### src/rtl/mult_pkg.sv
// Shared definitions for the sequential shift-add multiplier: function codes,
// FSM state encoding and the default operand width.
package mult_pkg;

    localparam int DEFAULT_WIDTH = 32;

    localparam logic [2:0] OP_MULTU = 3'b000;
    localparam logic [2:0] OP_CLRHL = 3'b111;

    typedef enum logic [1:0] {
        S_IDLE = 2'd0,
        S_RUN  = 2'd1,
        S_DONE = 2'd2
    } state_t;

endpackage

### src/rtl/mult_step.sv
// One shift-add step: adds the shifted multiplicand into the accumulator when
// the current multiplier bit is set.
module mult_step #(
    parameter int WIDTH = mult_pkg::DEFAULT_WIDTH
) (
    input  logic [2*WIDTH-1:0] acc,
    input  logic [2*WIDTH-1:0] mcand,
    input  logic               mplier_lsb,
    output logic [2*WIDTH-1:0] acc_next
);

    logic [2*WIDTH-1:0] partial;

    assign partial  = mcand & {(2*WIDTH){mplier_lsb}};
    assign acc_next = acc + partial;

endmodule

### src/rtl/mult_seq_ctrl.sv
// Sequencer for the unsigned shift-add multiplier: latches operands on start,
// runs WIDTH add/shift steps, then publishes the product on hi/lo.
module mult_seq_ctrl
    import mult_pkg::*;
#(
    parameter int WIDTH = DEFAULT_WIDTH,
    parameter int CNT_W = 6
) (
    input  logic             clk,
    input  logic             reset,
    input  logic             start,
    input  logic [2:0]       op,
    input  logic [WIDTH-1:0] a,
    input  logic [WIDTH-1:0] b,
    output logic             busy,
    output logic             done,
    output logic [WIDTH-1:0] hi,
    output logic [WIDTH-1:0] lo
);

    // Handshake: start/op/a/b are taken only on an edge where busy=0; while
    // busy=1 start is ignored. done pulses for one cycle and hi/lo carry the
    // new product from the following edge onward.

    state_t             state, state_next;
    logic [2*WIDTH-1:0] mcand;
    logic [WIDTH-1:0]   mplier;
    logic [2*WIDTH-1:0] acc;
    logic [2*WIDTH-1:0] acc_next;
    logic [CNT_W-1:0]   cnt;
    logic               last_step;
    logic               take_mult;
    logic               take_clr;

    assign last_step = (cnt == CNT_W'(WIDTH - 1));
    assign take_mult = start && (op == OP_MULTU);
    assign take_clr  = start && (op == OP_CLRHL);
    assign busy      = (state != S_IDLE);

    mult_step #(.WIDTH(WIDTH)) u_step (
        .acc        (acc),
        .mcand      (mcand),
        .mplier_lsb (mplier[0]),
        .acc_next   (acc_next)
    );

    always_ff @(posedge clk) begin
        if (reset) begin
            state <= S_IDLE;
        end else begin
            state <= state_next;
        end
    end

    always_comb begin
        state_next = state;
        done       = 1'b0;
        case (state)
            S_IDLE: begin
                if (take_mult) begin
                    state_next = S_RUN;
                end
            end
            S_RUN: begin
                if (last_step) begin
                    state_next = S_DONE;
                end
            end
            S_DONE: begin
                done       = 1'b1;
                state_next = S_IDLE;
            end
            default: begin
                state_next = S_IDLE;
            end
        endcase
    end

    // Datapath: reset discards any partial product; hi/lo move only on DONE or CLRHL.
    always_ff @(posedge clk) begin
        if (reset) begin
            mcand  <= '0;
            mplier <= '0;
            acc    <= '0;
            cnt    <= '0;
            hi     <= '0;
            lo     <= '0;
        end else begin
            case (state)
                S_IDLE: begin
                    if (take_mult) begin
                        mcand  <= {{WIDTH{1'b0}}, a};
                        mplier <= b;
                        acc    <= '0;
                        cnt    <= '0;
                    end else if (take_clr) begin
                        hi <= '0;
                        lo <= '0;
                    end
                end
                S_RUN: begin
                    acc    <= acc_next;
                    mcand  <= mcand << 1;
                    mplier <= mplier >> 1;
                    cnt    <= cnt + 1'b1;
                end
                S_DONE: begin
                    hi <= acc[2*WIDTH-1:WIDTH];
                    lo <= acc[WIDTH-1:0];
                end
                default: begin
                end
            endcase
        end
    end

endmodule

### config.mk
export PLATFORM = sky130hd
export DESIGN_NAME = mult_seq_ctrl
export DESIGN_NICKNAME = d
export VERILOG_FILES = /design/src/rtl/mult_pkg.sv /design/src/rtl/mult_step.sv /design/src/rtl/mult_seq_ctrl.sv
export SDC_FILE = /design/constraint.sdc
export NUM_CORES = 1
export LEC_CHECK = 0
export ABC_AREA = 0
export CAP_MARGIN = 20
export CORE_UTILIZATION = 57
export DETAILED_ROUTE_END_ITERATION = 12
export PLACE_DENSITY = 0.77
export REMOVE_ABC_BUFFERS = 1
export SLEW_MARGIN = 20
export SYNTH_ARGS = -nofsm -noshare
export SYNTH_HDL_FRONTEND = slang
export SYNTH_SLANG_ARGS = --single-unit
### constraint.sdc
create_clock -name clk -period 4.3 [get_ports clk]
set_clock_uncertainty 0.15 [all_clocks]
set_input_delay 0.645 -clock clk [delete_from_list [all_inputs] [get_ports clk]]
set_output_delay 0.645 -clock clk [all_outputs]
set_load 0.1 [all_outputs]
==> run_results.csv <==
group,metric,value,unit
place,place_hpwl,23700,um
setup_path,cp_max_fo,60,
synthesis,yosys_warnings,0,
route,dr_total_vias,11229,
setup_path,critPathMaxStageDelay,0.45,ns
floorplan,io_pins,136,
setup_path,critical_path_required,4.58,ns
clocking,clkSinkCount,232,
setup_path,critPathArrivalTime,4.02,ns
route,antenna_left,0,
timing,max_freq,267,MHz
synthesis,synth_seq_cells,232,
pwr,irDropWorstVdd,0.342,mV
route,wirelength,33700,um
final_layout,final_cell_mix,"dfxtp_1 (232), nand2_1 (182), a21oi_1 (153)",
timing,setup_viol,0,
worst_hold_path,hp-class,"flop to flop",
outcome,status,"complete, no violations",
timing,worst_pin_slew,1.02,ns
synthesis,postSynthAreaPerCell,8.29,um2
floorplan,die_height,149,um
final_layout,final_nets,1691,
grt,grt_pass1_vias,10557,
final_layout,nFillCells,1760,
route,wl_met1,15900,um
route,wl_met3,2290,um
synthesis,yosysTopAreaCell,"dfxtp_1",
clocking,cts_buffers,25,
grt,grt-ovfl-total,0,
grt,grt_antenna_before_repair,1,
pwr,power_leakage,0.00552,uW
pwr,p_per_area,302,mW/mm2
route,top_layer_used,"met4",
grt,grt_pass1_wl,54300,um
timing,final.min_clock_period,3.75,ns
timing,finalMaxSlewViolations,0,
setup_path,cp_cell_sequence,"buf_12 -> and2_1 -> ha_1 -> a21oi_1 -> o21ai_0 -> a21o_1 -> o2bb2ai_1 -> nor4_4 -> a21oi_4 -> a211oi_1 -> o22ai_1 -> a21o_1 -> a21o_1",
synthesis,ys_types,81,
setup_path,critical_path_buf_inv_count,1,
grt,grt_max_degree,97,
setup_path,cp.depth,13,
setup_path,crit_top_cell,"a21o_1",
synthesis,yosys-top-cells-area,"dfxtp_1 (38%), a22oi_1 (8.2%), ha_1 (6.5%)",
route,wl_per_cell,18.2,um
clocking,ctsRootBufferMaster,"clkbuf_16",
synthesis,ys_seq_area_share,37.8,%
synthesis,yosys.area.top_type_share,37.8,%
clocking,path_clk_slew,0.06,ns
final_layout,mostFrequentLayoutCell,"dfxtp_1",
setup_path,reg2regPathDepth,13,
floorplan,die-area,0.0222,mm2
clocking,post_cts_buffers,0,
floorplan,rows,53,
clocking,htreeDepth,1,
synthesis,async_reset_ff_share,0,%
job,drv_cap,0,
clocking,tritoncts,"done",
route,drc,0,
place,io_buffer_count,135,
final_layout,layout-drive-gt1-share,6.30,%
route,via_per_inst,6.08,
floorplan,die_x,149,um
worst_hold_path,min_delay_path_depth,2,
floorplan,coreArea,0.0211,mm2
route,drtPass1Iterations,5,
synthesis,syn_area,0.0123,mm2
final_layout,utilization,68.9,%
timing,finalHoldViolations,0,
route,initialDrtViolationCount,704,
setup_path,crit_type,"flop to flop",
setup_path,slowest_stage,"dfxtp_1",
clocking,clock_path_buffers,3,
timing,period_share,87.2,%
setup_path,cp-end-kind,"flop",
timing,maxSlewHeadroom,32.0,%
synthesis,synth_edf_count,0,
clocking,cts_resized,0,
synthesis,synthFlopType,"dfxtp_1",
clocking,clock_latency,0.54,ns
setup_path,cp-start-kind,"flop",
final_layout,area_delta_synth_final,18.2,%
timing,finalSetupTns,0,ns
place,gp_congestion,0.912,
synthesis,netlist_instances,1484,
setup_path,cp_top_family,"compound AO/OA/AOI/OAI gates",
route,wl_met2,14800,um
floorplan,initial_core_util,58.3,%
grt,grt_use_total,30.1,%
clocking,holdBufCountCts,0,
timing,rsz0062_at_grt,"false",
worst reg2reg max path: stages, from the launching register on:
cell,delay [ns]
dfxtp_1,0.45
buf_12,0.28
and2_1,0.21
ha_1,0.33
a21oi_1,0.32
o21ai_0,0.17
a21o_1,0.20
o2bb2ai_1,0.23
nor4_4,0.36
a21oi_4,0.16
a211oi_1,0.29
o22ai_1,0.15
a21o_1,0.21
a21o_1,0.16
stage by stage:
step	hold slack [ns]	power (uW)	cells	setup slack, ns	instance area [um2]
2_1_floorplan	0.280	2280	1378	-2.05	11900
3_3_place_gp	0.292	2410	1804	0.640	13800
3_5_place_dp	0.297	2410	1804	0.552	13800
4_1_cts	0.305	4430	1847	0.543	14500
5_1_grt	0.319	4530	1847	0.346	14500
6_report	0.303	4390	1848	0.551	14500
worst paths after layout:
path | slack, ns | start | to
setup reg to reg | 0.55 | mplier[0]$_SDFFE_PP0P_ | acc[63]$_SDFFE_PP0P_
hold / removal | 0.30 | mplier[27]$_SDFFE_PP0P_ | mplier[27]$_SDFFE_PP0P_
setup / recovery | 0.55 | mplier[0]$_SDFFE_PP0P_ | acc[63]$_SDFFE_PP0P_
hold reg to reg | 0.30 | mplier[27]$_SDFFE_PP0P_ | mplier[27]$_SDFFE_PP0P_
power by group:
group | leakage [uW] | switching, uW | total, uW | internal, uW
clock | 0.000391 | 858 | 2020 | 1160
combinational | 0.00326 | 114 | 195 | 80.9
sequential | 0.00187 | 10.5 | 2170 | 2160
total | 0.00552 | 982 | 4390 | 3410
layer usage:
metal / vias to the layer above / GRT usage, %
met4: 0 / 8.01
met2: 337 / 46.1
met3: 45 / 5.41
met5: - / 0
li1: 5492 / -
met1: 5355 / 43.2
area by class of cell:
| cell class | count | area [um2] | share of cell area, % |
|---|---|---|---|
| multi-input combinational | 1125 | 7200 | 49.5 |
| clock inverter | 9 | 52.6 | 0.362 |
| clock buffer | 34 | 719 | 4.95 |
| timing repair buffer | 151 | 1490 | 10.3 |
| sequential | 232 | 4640 | 32.0 |
| inverter | 21 | 78.8 | 0.542 |
| antenna | 1 | 2.50 | 0.0172 |
| tap | 275 | 344 | 2.37 |
logic make-up (layout without fill, tap and decap cells):
logic type	after synthesis	after routing	share of synthesized area [%]
multiplexers	1	1	0.0814
other	0	1	0
AND/OR/NAND/NOR	471	471	17.9
adder cells (fa/ha/maj)	65	65	6.67
buffers and inverters	127	215	4.03
flip-flops	232	232	37.8
AO/OA/AOI/OAI	526	526	29.1
XOR/XNOR	62	62	4.42
registers in the layout, summed over array words and instances, names as in the netlist:
register	count
acc	64
cnt	6
hi	32
lo	32
mcand	64
mplier	32
state	2
cell usage after synthesis, drive strengths merged, types with 5 or more instances:
library cell	count
a21o	36
inv	21
and3	10
a31oi	8
a22oi	135
nand2	182
o21a	9
buf	22
a21oi	158
nand4	19
ha	64
and2	64
or2	5
o211ai	6
o21ai	80
a211oi	9
nor2	119
xor2	27
nor2b	11
clkbuf	84
a22o	35
nor3	16
xnor2	35
o21bai	17
dfxtp	232
nand3	24
Power figures use the tool's default switching activity.
